File: src/rtl/pong_match_controller.sv
// Match sequencer for the pong pipeline: serve / rally / point / game-over phases,
// ball recentre and speed ramp, and both player scores. All timing is counted in frames.
module pong_match_controller #(
    parameter int SCORE_WIN     = 7,
    parameter int SERVE_FRAMES  = 60,
    parameter int POINT_FRAMES  = 90,
    parameter int SPEED_BASE    = 4,
    parameter int SPEED_MAX     = 12,
    parameter int HITS_PER_STEP = 4
) (
    input  logic       pixIf_CLK,
    input  logic       rst,
    input  logic       pixIf_NEXT_FRAME,
    input  logic       startBtn,
    input  logic       paddleHit,
    input  logic       missLeft,
    input  logic       missRight,
    output logic       engineRun,
    output logic       engineRecenter,
    output logic       serveDir,
    output logic [3:0] ballSpeed,
    output logic [3:0] score1,
    output logic [3:0] score2,
    output logic [1:0] winner
);

    localparam int FRAME_MAX = (SERVE_FRAMES > POINT_FRAMES) ? SERVE_FRAMES : POINT_FRAMES;
    localparam int FW        = $clog2(FRAME_MAX + 1);
    localparam int HW        = (HITS_PER_STEP > 1) ? $clog2(HITS_PER_STEP) : 1;

    localparam logic [FW-1:0] SERVE_LAST = FW'(SERVE_FRAMES);
    localparam logic [FW-1:0] POINT_LAST = FW'(POINT_FRAMES);
    localparam logic [HW-1:0] HIT_LAST   = HW'(HITS_PER_STEP - 1);
    localparam logic [3:0]    WIN4       = 4'(SCORE_WIN);
    localparam logic [3:0]    BASE4      = 4'(SPEED_BASE);
    localparam logic [3:0]    MAX4       = 4'(SPEED_MAX);

    typedef enum logic [2:0] {
        IDLE  = 3'd0,
        SERVE = 3'd1,
        PLAY  = 3'd2,
        POINT = 3'd3,
        OVER  = 3'd4
    } state_t;

    state_t        state_reg, state_next;
    logic [FW-1:0] frame_cnt_reg, frame_cnt_next;
    logic [HW-1:0] hit_cnt_reg, hit_cnt_next;
    logic          start_prev_reg;
    logic [3:0]    score1_reg, score1_next;
    logic [3:0]    score2_reg, score2_next;
    logic [1:0]    winner_reg, winner_next;
    logic          serve_dir_reg, serve_dir_next;
    logic [3:0]    speed_reg, speed_next;
    logic          recenter_reg, recenter_next;

    logic          start_event;
    logic [FW-1:0] frame_inc;

    assign start_event = startBtn & ~start_prev_reg;
    assign frame_inc   = frame_cnt_reg + 1'b1;

    always_comb begin
        state_next     = state_reg;
        frame_cnt_next = frame_cnt_reg;
        hit_cnt_next   = hit_cnt_reg;
        score1_next    = score1_reg;
        score2_next    = score2_reg;
        winner_next    = winner_reg;
        serve_dir_next = serve_dir_reg;
        speed_next     = speed_reg;
        recenter_next  = 1'b0;

        case (state_reg)
            IDLE, OVER: begin
                if (start_event) begin
                    state_next     = SERVE;
                    score1_next    = 4'd0;
                    score2_next    = 4'd0;
                    winner_next    = 2'b00;
                    serve_dir_next = 1'b0;
                end
            end
            SERVE: begin
                if (pixIf_NEXT_FRAME) begin
                    frame_cnt_next = frame_inc;
                    if (frame_inc == SERVE_LAST) state_next = PLAY;
                end
            end
            PLAY: begin
                // A miss takes priority over a paddle hit in the same cycle.
                if (missLeft || missRight) begin
                    state_next = POINT;
                    if (missLeft && !missRight) begin
                        score2_next    = (score2_reg == 4'hF) ? 4'hF : score2_reg + 4'd1;
                        serve_dir_next = 1'b0;
                    end else if (missRight && !missLeft) begin
                        score1_next    = (score1_reg == 4'hF) ? 4'hF : score1_reg + 4'd1;
                        serve_dir_next = 1'b1;
                    end
                end else if (paddleHit) begin
                    if (hit_cnt_reg == HIT_LAST) begin
                        hit_cnt_next = '0;
                        speed_next   = (speed_reg < MAX4) ? speed_reg + 4'd1 : MAX4;
                    end else begin
                        hit_cnt_next = hit_cnt_reg + 1'b1;
                    end
                end
            end
            POINT: begin
                if (pixIf_NEXT_FRAME) begin
                    frame_cnt_next = frame_inc;
                    if (frame_inc == POINT_LAST) begin
                        if (score1_reg >= WIN4) begin
                            winner_next = 2'b01;
                            state_next  = OVER;
                        end else if (score2_reg >= WIN4) begin
                            winner_next = 2'b10;
                            state_next  = OVER;
                        end else begin
                            state_next = SERVE;
                        end
                    end
                end
            end
            default: state_next = IDLE;
        endcase

        // Entry actions, applied on whichever edge changes the phase.
        if (state_next != state_reg) begin
            frame_cnt_next = '0;
            if (state_next == SERVE) begin
                recenter_next = 1'b1;
                speed_next    = BASE4;
                hit_cnt_next  = '0;
            end
        end
    end

    always_ff @(posedge pixIf_CLK) begin
        if (rst) begin
            state_reg      <= IDLE;
            frame_cnt_reg  <= '0;
            hit_cnt_reg    <= '0;
            start_prev_reg <= 1'b1;
            score1_reg     <= 4'd0;
            score2_reg     <= 4'd0;
            winner_reg     <= 2'b00;
            serve_dir_reg  <= 1'b0;
            speed_reg      <= BASE4;
            recenter_reg   <= 1'b0;
        end else begin
            state_reg      <= state_next;
            frame_cnt_reg  <= frame_cnt_next;
            hit_cnt_reg    <= hit_cnt_next;
            start_prev_reg <= startBtn;
            score1_reg     <= score1_next;
            score2_reg     <= score2_next;
            winner_reg     <= winner_next;
            serve_dir_reg  <= serve_dir_next;
            speed_reg      <= speed_next;
            recenter_reg   <= recenter_next;
        end
    end

    assign engineRun      = (state_reg == PLAY);
    assign engineRecenter = recenter_reg;
    assign serveDir       = serve_dir_reg;
    assign ballSpeed      = speed_reg;
    assign score1         = score1_reg;
    assign score2         = score2_reg;
    assign winner         = winner_reg;

endmodule

File: config.mk
export PLATFORM = sky130hd
export DESIGN_NAME = pong_match_controller
export DESIGN_NICKNAME = d
export VERILOG_FILES = /design/src/rtl/pong_match_controller.sv
export SDC_FILE = /design/constraint.sdc
export NUM_CORES = 1
export LEC_CHECK = 0
export ABC_AREA = 1
export BUFFER_PORTS_ARGS = -buffer_cell sky130_fd_sc_hd__buf_2
export CORE_ASPECT_RATIO = 0.5
export CORE_MARGIN = 8
export CORE_UTILIZATION = 30
export DETAILED_ROUTE_END_ITERATION = 10
export PLACE_DENSITY_LB_ADDON = 0.3
export SLEW_MARGIN = 10
export SYNTH_ARGS = -nofsm -noshare
export SYNTH_HDL_FRONTEND = slang
export SYNTH_SLANG_ARGS = --single-unit
File: constraint.sdc
create_clock -name pixIf_CLK -period 1.9 [get_ports pixIf_CLK]
set_clock_uncertainty 0.05 [all_clocks]
set_input_delay 0.38 -clock pixIf_CLK [delete_from_list [all_inputs] [get_ports pixIf_CLK]]
set_output_delay 0.38 -clock pixIf_CLK [all_outputs]
set_load 0.02 [all_outputs]
Yosys cells after proc, flatten, opt, wreduce, memory -nomap -nowiden
Cells that the tools add are included.
{ "word_totals": {"reg_bits": 29, "input_bits": 7, "output_inout_bits": 17, "word_cells": 102} }
{ "classes": {"n_addsub": 5, "n_lt_le_gt_ge": 3, "eq_ne": 20, "n_mux": 44, "n_bitwise": 3, "n_reduce_logical": 17} }
{ "ops": {"columns": ["op", "count"], "rows": [
  ["$mux 4", 15],
  ["$mux 3", 8],
  ["$mux 2", 11],
  ["$pmux 4 s2", 2],
  ["$add 4x1->4 const B", 3],
  ["$pmux 3 s4", 1],
  ["$reduce_and 5->1", 2],
  ["$eq 4x4->1 const B", 2],
  ["$ge 4x3->1 const B", 2],
  ["$ne 2x2->1 const B", 4],
  ["$reduce_and 4->1", 2],
  ["$reduce_or 2->1", 4],
  ["$add 7x1->7 const B", 1],
  ["$eq 7x6->1 const B", 1],
  ["$eq 7x7->1 const B", 1],
  ["$eq 3x1->1 const B", 2],
  ["$eq 3x2->1 const B", 2],
  ["$ne 2x1->1 const B", 3],
  ["$mux 1", 5],
  ["$lt 4x4->1 const B", 1],
  ["$pmux 2 s2", 1],
  ["$reduce_bool 2->1", 2],
  ["$eq 3x3->1 const B", 1],
  ["$logic_not 3->1", 1],
  ["other kinds (12)", 15]
]} }

Longest topological paths before layout
Gate-level depths: netlist of run 1.
{ "logic_depth": {"word_depth": 9, "mapped_depth": 14, "ltp_nobuf": 14} }

Worst setup path before layout of run 1
No wires, ideal clock.
{ "synth_timing": {"kind": "register -> register", "start": "register frame_cnt_reg[0]", "end": "register speed_reg[0], in the netlist ballSpeed[0]", "setup_ps": 110, "t_arrival_ps": 1689, "required_time_ps": 1740, "slack_ps": 51, "path_stages_with_launch": 13, "n_path_buf": 0, "synth_period_minus_slack_ps": 1849, "cell_sequence": "dfxtp_1 -> ha_1 -> inv_1 -> nand2_1 -> nand2_1 -> nor2_1 -> nand2_1 -> nor2_4 -> nand3_4 -> a21oi_4 -> o2111ai_4 -> nand2_1 -> inv_1"} }
{ "synth_via": {"elab_chain_len": 8, "elab_cells_between_ends": 12, "classes_between": "add/sub: 1; eq/ne: 4; mux: 7"} }
{ "synth_rtl": {"columns": ["element", "line_no", "text"], "rows": [
  ["start, declared", "47", "logic [FW-1:0] frame_cnt_reg, frame_cnt_next;"],
  ["start signal, assigned", "154", "frame_cnt_reg <= frame_cnt_next;"],
  ["$add 7x1->7 (*)", "61", "assign frame_inc = frame_cnt_reg + 1'b1;"],
  ["$eq 7x7->1 / $eq 7x6->1 (equally long branches)", "113, 87", null],
  ["$mux 3, on equally long branches", "113, 87", null],
  ["$mux 3, on equally long branches", "111, 85", null],
  ["$pmux 3 s4 (*)", "74", "case (state_reg)"],
  ["$eq 3x1->1", "132", "if (state_next == SERVE) begin"],
  ["$mux 4", "132", null],
  ["$mux 4 (*)", "130", "if (state_next != state_reg) begin"],
  ["end signal, assigned", "161", "speed_reg <= speed_next;"],
  ["end, declared", "54", "logic [3:0] speed_reg, speed_next;"]
]} }
Every way passes the cells marked *; elsewhere a longest branch is shown, timed or not.
A chain may end at the register's enable or synchronous reset.

Final worst setup path of run 1
{ "layout_timing": {"start": "register frame_cnt_reg[1]", "end": "register speed_reg[0], in the netlist ballSpeed[0]"} }
Same word-level chain as after synthesis.

==> impl_metrics.py, run 1 <==
metrics = {
    "layout": {
        "fillers": 589,
        "final_util_pct": 40.08,
        "layout_common_cells": "nand2_1, inv_1, dfxtp_1, nor2_1, buf_2",
        "fin_area_sq_um": 2230,
        "regArea_sq_um": 583.1,
        "drive_gt1_share_pct": 28.93,
        "multiInputGateArea_sq_um": 1039,
        "finalNonFillerCells": 353,
        "final_nets": 292,
        "final_common_cell": "nand2_1",
        "largest_reg_flops": 7,
        "diodes": 0,
        "syn_to_final_growth_pct": 27.01,
    },
    "logic_synthesis": {
        "synth_seq_cells": 29,
        "ys_types": 34,
        "synth_top_family_by_area": "simple AND/OR/NAND/NOR gates",
        "ys_seq_area_share_pct": 33.07,
        "synthAdderAreaFrac_pct": 4.277,
        "synth_edf_count": 0,
        "avgSynthCellArea_sq_um": 7.314,
        "yosys.area_share.simple_pct": 33.36,
        "netlist_area_sq_um": 1755,
        "synthCells": 240,
        "ys_async_sr_fraction_pct": 0,
        "yosys_warnings": 0,
        "synth_compound_area_share_pct": 18.82,
        "synth_xor_area_share_pct": 0.9979,
        "synth_fp_nets": 253,
        "synthFlopType": "dfxtp_1",
        "synthMuxAreaShare_pct": 0,
    },
    "die": {
        "initial_utilization_pct": 31.56,
        "ioPinCount": 24,
        "dieWidth_um": 124.2,
        "fp-row-count": 19,
        "core_region_area_sq_um": 5563,
        "fp.dieH_um": 70.09,
        "die_area_sq_um": 8704,
    },
    "setup_path": {
        "critPathSlowestCell": "dfxtp_2",
        "timing_worst_setup_path_type": "reg -> reg",
        "critical_path_arrival_ns": 1.98,
        "cp.required_ns": 2.02,
        "crit_chain": "ha_4, buf_6, nand2_2, nand2_2, nor2_2, nand2_2, nor2_4, nand3_4, a21oi_4, o2111ai_4, nand2_1, inv_1",
        "start_kind": "flip-flop",
        "rrSetupSlack_ns": 0.03,
        "worst_path_most_repeated_cell": "nand2_2",
        "end_kind": "flip-flop",
        "max_stage_delay_ns": 0.33,
        "crit_fanout": 7,
    },
    "job": {
        "cap_violations": 0,
    },
    "grt": {
        "grt_first_pass_wirelength_mm": 6.858,
        "antenna_found_initial": 0,
        "first_global_vias": 1565,
        "grt_max_degree": 13,
        "grt_overflow_total": 0,
        "track_usage_pct": 9.515,
    },
    "worst_hold_path": {
        "hold_path_class": "in -> reg",
    },
    "timing": {
        "post-route-period-util_pct": 98.25,
        "max_freq_mhz": 535.7,
        "rsz0062_at_grt": "yes",
        "slew_violations": 0,
        "fin_crit_ns": 1.867,
        "tightest_slew_ns": 0.3840,
        "max-slew-margin-rel_pct": 74.37,
        "whs_ns": 0.2506,
        "setup_viol": 0,
        "hold_violations": 0,
    },
    "clock_network": {
        "cts_max_level": 2,
        "numCtsBuffers": 5,
        "cts-root-buf": "clkbuf_16",
        "cts_hold_buf": 0,
        "cts.clk_slew.worst_paths_ns": 0.05,
        "tritoncts": "yes",
        "insertion_delay_ns": 0.27,
        "clock_sinks": 29,
        "clockBufferDepth": 2,
    },
    "placement": {
        "io_buffer_count": 23,
        "dp_cells": 341,
        "placed_area_sq_um": 2006,
        "gp_congestion": 0.8264,
        "place_hpwl_mm": 3.072,
    },
    "power": {
        "p_leak_uw": 0.001049,
        "peakVddDrop_mv": 0.2940,
        "powerDensity_nw_per_um2": 694.8,
    },
    "detailed_routing": {
        "avgViaCountPerCell": 4.666,
        "wl_mm": 3.933,
        "vias": 1647,
        "drc": 0,
        "wl_per_cell_um": 11.14,
        "first_iter_violations": 38,
        "antenna_left": 0,
        "dr.pass1.iters": 5,
    },
    "status": {
        "outcome": "finished, final reports clean",
    },
}
## synthesized netlist by cell type (2+ instances only)
library cell	instances	share of area (%)
nand2_1	50	11
inv_1	38	8.1
dfxtp_1	29	33
nor2_1	27	5.8
a21oi_1	18	5.1
o21ai_0	16	4.6
nand3_1	7	2.0
ha_1	6	4.3
nor3_1	5	1.4
inv_2	4	0.86
nand2_2	4	1.4
nand3_4	4	4.0
nand4_1	3	1.1
nor2_4	3	1.9
o22ai_1	3	1.1
nand3_2	2	1.1
nor2_2	2	0.71
nor4_1	2	0.71
o21ai_4	2	1.9
## per-stage QoR
stage / setup WS (ns) / power (uW) / TNS, ns
2_1_floorplan: 0.05071 / 720.7 / 0
3_3_place_gp: 0.05947 / 755.0 / 0
3_5_place_dp: -0.0002250 / 755.9 / -0.0002250
4_1_cts: 0.01240 / 1566 / 0
5_1_grt: -0.07263 / 1625 / -0.3168
6_report: 0.03321 / 1549 / 0
## final timing paths
path                                 startpoint  cells past startpoint                   endpoint
setup reg to reg  frame_cnt_reg[1]$_SDFFE_PP0P_                     12    ballSpeed[0]$_SDFF_PP0_
hold reg to reg          winner[0]$_SDFFE_PP0P_                      2     winner[0]$_SDFFE_PP0P_
hold / removal                         startBtn                      3  start_prev_reg$_SDFF_PP1_
setup / recovery  frame_cnt_reg[1]$_SDFFE_PP0P_                     12    ballSpeed[0]$_SDFF_PP0_
## layout make-up
cell class              instances  area share [%]
well taps                      73           4.097
multi-input cells             167           46.58
clock buffers                   7           6.846
flip-flops and latches         29           26.15
inverters                      42           7.071
clock inverters                 1          0.2245
repair buffers                 34           9.035
## worst max-delay path, delay by kind of cell, from the launching register on
family	cells	cell delay, ns
buf+inv	2	0.15
fa+ha+maj	1	0.16
flops	1	0.33
simple gates	7	0.64
compound gates	2	0.43
## per-layer routing
metal / part of all wire [%] / up-vias / global-route usage [%]
met2: 47 / 24 / 16.04
met5: 0 / - / 0
met4: 0.81 / 0 / 3.141
met1: 48 / 767 / 11.51
met3: 3.6 / 5 / 2.326
li1: - / 851 / -
## what timing repair did
action | CTS | global route
pin swaps | 5 | 10
buffers inserted | 2 | 2
setup endpoints to repair | 5 | 17
gates resized for setup | 1 | 12
## power by group
group          internal, uW  switching [uW]  leakage (uW)
logic                  39.2            76.4      0.000734
clock network           552             251     0.0000799
registers               621            9.03      0.000236
## cell families after synthesis
kind of cell / count (synthesis)
compound gates: 47
buf+inv: 44
simple gates: 112
fa+ha+maj: 6
flops: 29
xor+xnor: 2
Power figures use the tool's default switching activity.
==> inputs of run 2 (changes only) <==
Settings changed: ABC_AREA 1 to unset, CORE_ASPECT_RATIO 0.5 to 1.75.
==> run 2 against run 1 <==
Via count is 5.2% lower. Worst hold slack better by 0.017 ns. Maximum frequency is 1.8% higher. Count of clock-buffer cells in the layout stayed put.
==> impl_metrics.py, run 2 <==
metrics = {
    "detailed_routing": {
        "dr.pass1.iters": 4,
        "drc": 0,
        "avgViaCountPerCell": 5.035,
        "first_iter_violations": 97,
        "vias": 1561,
        "antenna_left": 0,
        "wl_per_cell_um": 13.85,
        "wl_mm": 4.293,
    },
    "clock_network": {
        "tritoncts": "yes",
        "clock_sinks": 29,
        "insertion_delay_ns": 0.28,
        "clockBufferDepth": 2,
        "cts_max_level": 2,
        "cts_hold_buf": 0,
        "cts.clk_slew.worst_paths_ns": 0.06,
        "numCtsBuffers": 5,
        "cts-root-buf": "clkbuf_8",
    },
    "setup_path": {
        "crit_chain": "nand2b_4, or2_1, inv_2, buf_4, buf_2",
        "crit_fanout": 8,
        "crit_family": "simple AND/OR/NAND/NOR gates",
        "start_kind": "flip-flop",
        "crit_buf_inv": 3,
        "critical_path_arrival_ns": 1.40,
        "critPathSlowestCell": "dfxtp_2",
        "timing_worst_setup_path_type": "reg -> out",
        "cp.required_ns": 1.47,
        "end_kind": "output port",
        "max_stage_delay_ns": 0.37,
    },
    "layout": {
        "finalNonFillerCells": 310,
        "final_util_pct": 38.62,
        "diodes": 0,
        "final_common_cell": "dfxtp_1",
        "drive_gt1_share_pct": 31.62,
        "syn_to_final_growth_pct": 27.04,
        "largest_reg_flops": 7,
        "layout_common_cells": "dfxtp_1, buf_2, buf_4, nor2_1",
        "fillers": 595,
        "final_nets": 246,
        "fin_area_sq_um": 2122,
    },
    "logic_synthesis": {
        "synth_fp_nets": 206,
        "synthTopCellsByArea": "dfxtp_1, ha_1, nor2_1",
        "yosys.area.top_type": "dfxtp_1",
        "synth_common_cells": "dfxtp_1, nor2_1, a21oi_1",
        "netlist_area_sq_um": 1670,
        "synthFlopType": "dfxtp_1",
        "yosys_warnings": 0,
        "synth_seq_cells": 29,
        "ys_seq_area_share_pct": 34.76,
        "synthCells": 193,
        "synthMostInstantiatedCell": "dfxtp_1",
        "yosysTopAreaCellShare_pct": 34.76,
        "avgSynthCellArea_sq_um": 8.655,
        "synth_edf_count": 0,
        "ys_types": 51,
        "ys_async_sr_fraction_pct": 0,
    },
    "power": {
        "p_total_uw": 1271,
        "peakVddDrop_mv": 0.2049,
        "powerDensity_nw_per_um2": 598.8,
        "p_leak_uw": 0.0007960,
    },
    "status": {
        "outcome": "finished, final reports clean",
    },
    "die": {
        "dieWidth_um": 72.41,
        "die_area_sq_um": 8306,
        "ioPinCount": 24,
        "core_region_area_sq_um": 5495,
        "initial_utilization_pct": 30.40,
        "fp.dieH_um": 114.7,
        "fp-row-count": 36,
    },
    "placement": {
        "place_hpwl_mm": 3.293,
        "dp_slack_ns": -0.008342,
        "placed_area_sq_um": 1958,
        "io_buffer_count": 23,
        "dp_cells": 300,
        "gp_congestion": 0.8268,
    },
    "grt": {
        "grt_overflow_total": 0,
        "track_usage_pct": 11.03,
        "first_global_vias": 1559,
        "antenna_found_initial": 0,
        "grt_max_degree": 23,
        "grt_first_pass_wirelength_mm": 7.169,
    },
    "timing": {
        "tightest_slew_ns": 0.3294,
        "rsz0062_at_grt": "yes",
        "post-route-period-util_pct": 96.50,
        "hold_violations": 0,
        "slew_violations": 0,
        "fin_crit_ns": 1.833,
        "max_freq_mhz": 545.4,
        "setup_viol": 0,
        "max-slew-margin-rel_pct": 77.81,
        "setup_slack_ns": 0.06654,
    },
    "worst_hold_path": {
        "hold_path_class": "in -> reg",
    },
    "job": {
        "cap_violations": 0,
    },
}
-- run 2: per-stage QoR --
step           hold WS (ns)  setup TNS [ns]
3_3_place_gp         0.4480               0
6_report             0.2680               0
4_1_cts              0.2595               0
3_5_place_dp         0.4531       -0.008342
5_1_grt              0.2781        -0.01801
2_1_floorplan        0.3989               0
-- run 2: final cells by class --
type	instances	area (sq um)	share of cell area, %
clock buffers	7	96.34	4.540
clock inverters	1	5.005	0.2358
inverters	7	26.28	1.238
multi-input cells	146	1041	49.06
flip-flops and latches	29	585.6	27.59
well taps	76	95.09	4.481
repair buffers	44	272.8	12.85
-- run 2: path summary, 6_finish.rpt --
kind,slack (ns),end,cells past startpoint,startpoint
worst max register to register,0.08,frame_cnt_reg[1]$_SDFFE_PP0P_,6,state_reg[1]$_SDFF_PP0_
worst min-delay path,0.27,start_prev_reg$_SDFF_PP1_,2,startBtn
worst min register to register,0.45,serveDir$_SDFFE_PP0P_,2,serveDir$_SDFFE_PP0P_
worst max-delay path,0.07,engineRun,5,state_reg[0]$_SDFF_PP0_
-- run 2: power breakdown --
| group | total [uW] | internal [uW] | switching (uW) |
|---|---|---|---|
| registers | 619 | 613 | 5.45 |
| clock network | 566 | 327 | 239 |
| logic | 85.7 | 35.9 | 49.8 |
| total | 1270 | 976 | 294 |
-- run 2: logic make-up after synthesis --
logic type,after synthesis,synth area share (%)
buffers and inverters,18,5.468
adders and majority gates,6,4.494
DFF,29,34.76
muxes,4,2.472
and+or+nand+nor,74,25.32
AOI/OAI and AO/OA,52,22.25
xor gates and xnor gates,10,5.243
-- run 2: repair_timing --
item | in CTS | in global routing
resized for setup | 8 | 4
hold endpoints to repair | 0 | 0
buffers inserted | 0 | 2
setup endpoints to repair | 4 | 16
pin swaps | 2 | 1
-- run 2: layer usage --
layer	global-route usage [%]	routed length (um)
met1	10.46	1621
met2	20.41	2398
met5	0	0
met4	6.317	116
met3	2.982	156
